==> src/rtl/palindrome_scanner_if.sv <==
// palindrome_scanner_if: serial bit stream, window config and result signals of the palindrome scanner
interface palindrome_scanner_if #(
    parameter int MAX_BITS = 10,
    parameter int LEN_W    = $clog2(MAX_BITS + 1),
    parameter int CNT_W    = 8
);
    logic             in_valid;
    logic             in;
    logic [LEN_W-1:0] len;
    logic             framed;
    logic             match;
    logic             evaluated;
    logic             full;
    logic [CNT_W-1:0] match_count;

    modport master (
        output in_valid, in, len, framed,
        input  match, evaluated, full, match_count
    );

    modport slave (
        input  in_valid, in, len, framed,
        output match, evaluated, full, match_count
    );
endinterface

==> src/rtl/palindrome_scanner.sv <==
// palindrome_scanner: checks whether the last len accepted serial bits form a palindrome,
// in sliding or framed windows, with a saturating match counter
module palindrome_scanner #(
    parameter int MAX_BITS = 10,
    parameter int LEN_W    = $clog2(MAX_BITS + 1),
    parameter int CNT_W    = 8
) (
    input logic                 clk,
    input logic                 reset,
    input logic                 clr,
    palindrome_scanner_if.slave bus
);
    typedef enum logic [1:0] {IDLE, FILL, SCAN} state_t;

    state_t              st;
    logic [MAX_BITS-1:0] sr;
    logic [LEN_W-1:0]    fill;
    logic [LEN_W-1:0]    len_q;
    logic                framed_q;
    logic                match_r;
    logic                evaluated_r;
    logic                full_r;
    logic [CNT_W-1:0]    count_r;
    logic [MAX_BITS-1:0] sr_n;
    logic [LEN_W-1:0]    len_c;
    logic [LEN_W-1:0]    fill_n;
    logic                pal;
    logic                done;

    assign sr_n   = {sr[MAX_BITS-2:0], bus.in};
    assign len_c  = bus.len < LEN_W'(2) ? LEN_W'(2) : bus.len > LEN_W'(MAX_BITS) ? LEN_W'(MAX_BITS) : bus.len;
    assign fill_n = fill + LEN_W'(1);
    assign done   = fill_n == len_q;

    // Mirror check over the post-shift window; bits at or above len_q never participate
    always_comb begin
        pal = 1'b1;
        for (int i = 0; i < MAX_BITS / 2; i++)
            if (i < int'(len_q) / 2 && sr_n[i] != sr_n[int'(len_q) - 1 - i])
                pal = 1'b0;
    end

    always_ff @(posedge clk or negedge reset) begin
        if (!reset) begin
            st          <= IDLE;
            sr          <= '0;
            fill        <= '0;
            len_q       <= LEN_W'(2);
            framed_q    <= 1'b0;
            match_r     <= 1'b0;
            evaluated_r <= 1'b0;
            full_r      <= 1'b0;
            count_r     <= '0;
        end else if (clr) begin
            st          <= IDLE;
            sr          <= '0;
            fill        <= '0;
            match_r     <= 1'b0;
            evaluated_r <= 1'b0;
            full_r      <= 1'b0;
            count_r     <= '0;
        end else begin
            match_r     <= 1'b0;
            evaluated_r <= 1'b0;
            full_r      <= st == SCAN;
            if (bus.in_valid) begin
                sr <= sr_n;
                case (st)
                    IDLE: begin
                        len_q    <= len_c;
                        framed_q <= bus.framed;
                        fill     <= LEN_W'(1);
                        full_r   <= 1'b0;
                        st       <= FILL;
                    end
                    FILL: begin
                        fill <= fill_n;
                        if (done) begin
                            evaluated_r <= 1'b1;
                            match_r     <= pal;
                            full_r      <= 1'b1;
                            count_r     <= pal && !(&count_r) ? count_r + CNT_W'(1) : count_r;
                            st          <= framed_q ? IDLE : SCAN;
                            fill        <= framed_q ? '0 : fill_n;
                        end
                    end
                    default: begin
                        evaluated_r <= 1'b1;
                        match_r     <= pal;
                        full_r      <= 1'b1;
                        count_r     <= pal && !(&count_r) ? count_r + CNT_W'(1) : count_r;
                    end
                endcase
            end
        end
    end

    assign bus.match       = match_r;
    assign bus.evaluated   = evaluated_r;
    assign bus.full        = full_r;
    assign bus.match_count = count_r;
endmodule

==> src/flat_wrapper.sv <==
// flat-port wrapper written by rule: the top's interface ports become plain ports
module palindrome_scanner_flat 
#(
    parameter int MAX_BITS = 10,
    parameter int LEN_W    = $clog2(MAX_BITS + 1),
    parameter int CNT_W    = 8
)
  (clk, reset, clr, bus_in_valid, bus_in, bus_len, bus_framed, bus_match, bus_evaluated, bus_full, bus_match_count);
  palindrome_scanner_if #(.MAX_BITS(MAX_BITS), .LEN_W(LEN_W), .CNT_W(CNT_W)) bus_i ();
  input logic clk;
  input logic reset;
  input logic clr;
  input wire logic [$bits(bus_i.in_valid)-1:0] bus_in_valid;
  input wire logic [$bits(bus_i.in)-1:0] bus_in;
  input wire logic [$bits(bus_i.len)-1:0] bus_len;
  input wire logic [$bits(bus_i.framed)-1:0] bus_framed;
  output wire logic [$bits(bus_i.match)-1:0] bus_match;
  output wire logic [$bits(bus_i.evaluated)-1:0] bus_evaluated;
  output wire logic [$bits(bus_i.full)-1:0] bus_full;
  output wire logic [$bits(bus_i.match_count)-1:0] bus_match_count;
  assign bus_i.in_valid = bus_in_valid;
  assign bus_i.in = bus_in;
  assign bus_i.len = bus_len;
  assign bus_i.framed = bus_framed;
  assign bus_match = bus_i.match;
  assign bus_evaluated = bus_i.evaluated;
  assign bus_full = bus_i.full;
  assign bus_match_count = bus_i.match_count;
  palindrome_scanner #(.MAX_BITS(MAX_BITS), .LEN_W(LEN_W), .CNT_W(CNT_W)) u_core (.clk(clk), .reset(reset), .clr(clr), .bus(bus_i));
endmodule
==> config.mk <==
export PLATFORM = sky130hd
export DESIGN_NAME = palindrome_scanner_flat
export DESIGN_NICKNAME = d
export VERILOG_FILES = /design/src/rtl/palindrome_scanner_if.sv /design/src/rtl/palindrome_scanner.sv /design/src/flat_wrapper.sv
export SDC_FILE = /design/constraint.sdc
export NUM_CORES = 1
export LEC_CHECK = 0
export CAP_MARGIN = 20
export CORE_MARGIN = 3
export CORE_UTILIZATION = 24
export CTS_CLUSTER_SIZE = 30
export DETAILED_ROUTE_END_ITERATION = 16
export DONT_BUFFER_PORTS = 1
export SETUP_SLACK_MARGIN = 0.15
export SYNTH_ARGS = -nofsm -noshare
export SYNTH_HDL_FRONTEND = slang
export SYNTH_SLANG_ARGS = --single-unit
==> constraint.sdc <==
create_clock -name clk -period 3.55 [get_ports clk]
set_input_delay 0.71 -clock clk [delete_from_list [all_inputs] [get_ports clk]]
set_output_delay 0.71 -clock clk [all_outputs]
set_load 0.03 [all_outputs]
# Yosys cells after proc, flatten, opt, wreduce, memory -nomap -nowiden
# Index checks and enable logic that the tools add are counted.
[totals]
reg_bits = 31
output_inout_bits = 11
word_cells = 105
[classes]
addsub = 7
order_cmp = 12
n_eq_ne = 10
mux = 51
n_bitwise = 1
n_reduce_logical = 15
[ops]
columns = ["op", "n"]
rows = [
  ["$lt 32x6->1 const B", 5],
  ["$sub 32x3->32 const B", 2],
  ["$mux 8", 4],
  ["$sub 32x2->32 const B", 1],
  ["$sub 32x4->32 const B", 1],
  ["$mux 1", 24],
  ["$mux 4", 6],
  ["$bmux 1 s4", 5],
  ["$mux 9", 2],
  ["$pmux 8 s2", 1],
  ["$reduce_and 3->1", 3],
  ["$add 8x1->8 const B", 1],
  ["$mux 2", 4],
  ["$pmux 4 s2", 1],
  ["$reduce_and 8->1", 1],
  ["$logic_and 1x1->1", 6],
  ["$lt 1x3->1 const A", 2],
  ["$lt 2x3->1 const A", 2],
  ["$pmux 1 s2", 3],
  ["$ne 1x1->1", 5],
  ["$sub 4x1->5 const B", 1],
  ["$add 4x1->4 const B", 1],
  ["$eq 4x4->1", 1],
  ["$gt 4x4->1 const B", 1],
  ["other kinds (13)", 13],
]

# Longest topological paths before layout
[logic_depth]
depth_word = 17
ltp_mapped = 15

# Worst setup path after synthesis
# No wires, ideal clock.
[synth_timing]
path_kind = "reg2reg"
startpoint = "register u_core.len_q[1]"
endpoint = "register u_core.count_r[5], in the netlist u_core.bus.match_count[5]"
setup_time_ns = 0.128
arrival_time_ns = 3.671
path_slack_ns = -0.249
stages_incl_launch_ff = 15
path_buffers = 2
path_cell_list = "dfstp_2 -> buf_6 -> inv_1 -> ha_1 -> xnor2_2 -> ha_1 -> mux4_2 -> mux2_2 -> mux2i_1 -> xor2_1 -> o21ai_0 -> a211o_1 -> buf_6 -> nor4_1 -> mux2_1"
[synth_between]
elab_chain_cells = 17
elab_cells_between_ends = 49
[synth_lines]
columns = ["item", "line", "rtl"]
rows = [
  ["start: declaration", "palindrome_scanner.sv:18", "logic [LEN_W-1:0] len_q;"],
  ["start signal: assignment", "palindrome_scanner.sv:70", "len_q <= len_c;"],
  ["$sub 4x1->5", "palindrome_scanner.sv:39", "if (i < int'(len_q) / 2 && sr_n[i] != sr_n[int'(len_q) - 1 - i])"],
  ["$sub 32x2->32 or $bmux 1 s4 (tied branches)", "palindrome_scanner.sv:39", ""],
  ["$bmux 1 s4 or $mux 1 (tied branches)", "palindrome_scanner.sv:39", ""],
  ["$mux 1 (not written as such)", "palindrome_scanner.sv:39", ""],
  ["$mux 1 (not written as such) or $ne 1x1->1 (tied branches)", "palindrome_scanner.sv:39", ""],
  ["$ne 1x1->1 or $logic_and 1x1->1 (tied branches)", "palindrome_scanner.sv:39", ""],
  ["$logic_and 1x1->1 or $mux 1 (tied branches)", "palindrome_scanner.sv:39", ""],
  ["$mux 1 (4 in a row)", "palindrome_scanner.sv:39", ""],
  ["$logic_and 1x1->1", "palindrome_scanner.sv:82, palindrome_scanner.sv:91", ""],
  ["$mux 8 (2 in a row)", "--", ""],
  ["$pmux 8 s2", "--", ""],
  ["$mux 8 (2 in a row)", "--", ""],
  ["end signal: assignment", "palindrome_scanner.sv:82", "count_r <= pal && !(&count_r) ? count_r + CNT_W'(1) : count_r;"],
  ["end signal: assignment", "palindrome_scanner.sv:91", "count_r <= pal && !(&count_r) ? count_r + CNT_W'(1) : count_r;"],
  ["end: declaration", "palindrome_scanner.sv:23", "logic [CNT_W-1:0] count_r;"],
]
# Several ways; a longest one is shown, not always the timed one. The select of a mux whose other input is x is not followed.
# A chain may end at the register's enable or synchronous reset.

# Worst setup path in the final report
# Same ends and word-level chain as after synthesis.

==> flow_summary.json <==
{
  "status": "completed",
  "setup_viol": 0,
  "final_cell_mix": "dfrtp_1 (30), nor2_1 (29), buf_4 (23)",
  "grt_max_degree": 32,
  "drtPass1Iterations": 4,
  "grt_pass1_vias": 1929,
  "cp.required_ns": 3.71,
  "intPower_w": 0.0008765,
  "cts_buffers": 5,
  "root_buffer": "clkbuf_8",
  "die_width_um": 107.3,
  "hpwl_um": 3854,
  "finish.instance_area_um2": 2988,
  "synth_ff_type": "dfrtp_1",
  "p_per_area_nw_per_um2": 456.9,
  "antenna_found_initial": 0,
  "cp_max_fo": 5,
  "endpoint": "u_core.bus.match_count[5]$_DFFE_PN0P_",
  "cellLeakagePower_nw": 1.255,
  "rows": 36,
  "drtAntennaViolNets": 0,
  "first_iter_violations": 76,
  "p_comb_share_pct": 51.5,
  "die_h_um": 107.3,
  "layout-drive-gt1-share_pct": 29.39,
  "arrival_ns": 3.65,
  "drt_wl_total_um": 5520,
  "start_util_pct": 24.97,
  "regToRegEndpoint": "u_core.bus.match_count[5]$_DFFE_PN0P_",
  "drc": 0,
  "placed_area_um2": 2693,
  "clkSinkCount": 31,
  "swShare_pct": 35.79,
  "hold_violations": 0,
  "grt_pass1_wl_um": 9508,
  "fill_cells": 989,
  "post_synth.cell_area_avg_um2": 10.27,
  "power.switching_w": 0.0004886,
  "synthesis.area_um2": 2464,
  "num_vias": 1898,
  "startpoint_type": "register",
  "ys_async_sr_fraction_pct": 100.0,
  "total_power_w": 0.001365,
  "worstMarginPinSlew_ns": 0.8635,
  "crit_start": "u_core.len_q[1]$_DFFE_PN1P_",
  "r2r_setup_slack_ns": 0.06,
  "yosysUniqueCellTypes": 60,
  "fp.coreArea_um2": 9864,
  "r2r-start": "u_core.len_q[1]$_DFFE_PN1P_",
  "areaGrowthSynthToFinish_pct": 21.28,
  "cp_top_family": "multiplexers",
  "setup_slack_ns": 0.05968,
  "max_freq_mhz": 286.5,
  "end_kind": "register",
  "synth_warnings": 0,
  "dpl_worst_slack_ns": -0.1127,
  "cts.htree.levels": 2,
  "min_path_type": "input pin to asynchronous set/reset pin",
  "report.final.slew_viol_count": 0,
  "finalClockSkew_ns": 0.006471,
  "wl_per_cell_um": 13.97,
  "drv_cap": 0,
  "diodes": 0,
  "rsz0062_at_grt": "true",
  "boundaryPins": 21,
  "synth-seq-cells": 31,
  "hold_ws_ns": 0.1155,
  "final.period_utilization_pct": 98.32,
  "syn_nets": 258,
  "clk_path_buf_depth": 2,
  "ctsHoldBuffers": 0,
  "p_clk_share_pct": 19.5,
  "rr_worst_depth": 13,
  "path_buf_inv": 2,
  "grt-ovfl-total": 0,
  "layout.cells.most_common": "dfrtp_1",
  "final_util_pct": 30.29,
  "ys_seq_area_share_pct": 31.54,
  "nets": 279,
  "grt_usage_pct": 10.09,
  "layout_min_cycle_time_ns": 3.490,
  "worstPathCellList": "inv_4 -> ha_4 -> xnor2_4 -> ha_4 -> mux4_2 -> mux2_4 -> mux2i_4 -> xor2_1 -> o21ai_2 -> a211o_4 -> buf_4 -> nor4_4 -> mux2_4",
  "peakVddDrop_mv": 0.2594,
  "clock_latency_ns": 0.28,
  "drt-vias-per-instance": 4.805,
  "p_seq_share_pct": 29.0,
  "numPortBuffers": 0,
  "syn_inst": 240,
  "cts_tree": "built",
  "gp_congestion": 0.7758,
  "worstSetupPathDepth": 13,
  "cts.clk_slew.worst_paths_ns": 0.07,
  "max_stage_delay_ns": 0.56,
  "slowest_stage": "dfstp_2",
  "slew_headroom_pct": 41.99,
  "crit_type": "register to register",
  "die_area_um2": 11520,
  "synth-edff-count": 0
}
-- Yosys cell counts, types with 2 or more instances --
master,number,share of area (%)
inv_1,7,1.1
nand2b_1,8,2.0
o21bai_1,2,0.61
o21ai_0,13,2.6
and3_1,5,1.3
ha_1,8,4.1
mux2_1,6,2.7
mux4_2,6,5.5
nor4_1,4,1.0
nand2_1,7,1.1
nor2_1,29,4.4
clkbuf_1,2,0.30
a22o_1,2,0.71
or4_1,2,0.61
xor2_1,5,1.8
dfrtp_1,30,30
mux4_1,2,2.1
mux2i_1,11,4.5
and2_1,2,0.51
clkbuf_8,3,1.7
a21oi_1,6,1.2
xnor2_1,8,2.8
a31oi_1,4,1.0
buf_6,4,1.8
or4_4,2,0.91
a21boi_0,2,0.61
o31ai_1,2,0.61
mux2_2,3,1.4
nand3_1,10,2.0
nor2b_1,7,1.8
nor3_1,7,1.4
a211o_1,2,0.71
nor4b_2,2,1.2
-- how the worst min path moves through the flow --
stage,startpoint,end,slack [ns]
finish,reset,u_core.bus.match_count[4]$_DFFE_PN0P_,0.12
floorplan,reset,u_core.bus.evaluated$_DFF_PN0_,0.41
global route,reset,u_core.bus.match_count[3]$_DFFE_PN0P_,0.10
detailed placement,reset,u_core.bus.match_count[3]$_DFFE_PN0P_,0.42
CTS,reset,u_core.bus.match_count[3]$_DFFE_PN0P_,0.11
global placement,reset,u_core.bus.match_count[3]$_DFFE_PN0P_,0.42
-- state kept, by name, summed over array words and instances, names as in the netlist --
register / count
u_core.bus.match: 1
u_core.bus.match_count: 8
u_core.bus.evaluated: 1
u_core.sr: 9
u_core.st: 2
u_core.framed_q: 1
u_core.bus.full: 1
u_core.fill: 4
u_core.len_q: 4
-- cell type report --
type	instances	area, um2	area share, %
timing repair buffer	25	203.9	6.826
inverter	7	28.78	0.9631
sequential	31	777.0	26.00
multi-input combinational	191	1730	57.91
tap	133	166.4	5.570
clock buffer	7	76.32	2.554
clock inverter	1	5.005	0.1675
-- power groups by stage --
stage	logic [W]	registers [W]	clock network (W)
final	0.000703	0.000396	0.000266
after CTS	0.000619	0.000395	0.000274
after floorplan	0.000474	0.000393	0
after global routing	0.000762	0.000400	0.000284
after global placement	0.000564	0.000400	0
after detailed placement	0.000569	0.000400	0
-- cells by family after synthesis --
group | count (synthesis) | synth area share (%)
fa+ha+maj | 8 | 4.063
flops | 31 | 31.54
simple gates | 98 | 23.06
mux | 28 | 16.20
compound gates | 40 | 11.33
xor+xnor | 16 | 7.161
buf+inv | 19 | 6.653
-- per-layer routing --
layer,vias to the layer above,share of wire (%),global-route usage (%)
met5,-,0,0
met4,0,1.5,3.014
met3,9,3.9,2.579
met2,29,49,16.04
met1,933,46,13.49
li1,927,-,-
-- what timing repair did --
item / CTS / global route
setup buffers: 3 / 4
pin swaps: 12 / 9
hold endpoints to repair: 0 / 0
endpoints found under the setup margin: 8 / 9
resized for setup: 12 / 18
gates cloned: 1 / 0
-- stage by stage --
step	setup TNS (ns)	instances
final	0	395
after global routing	-0.1819	395
after CTS	0	391
after detailed placement	-0.5963	379
after global placement	-0.3823	379
after floorplan	-0.6497	240
No activity file was read; power rests on OpenSTA's default activity.
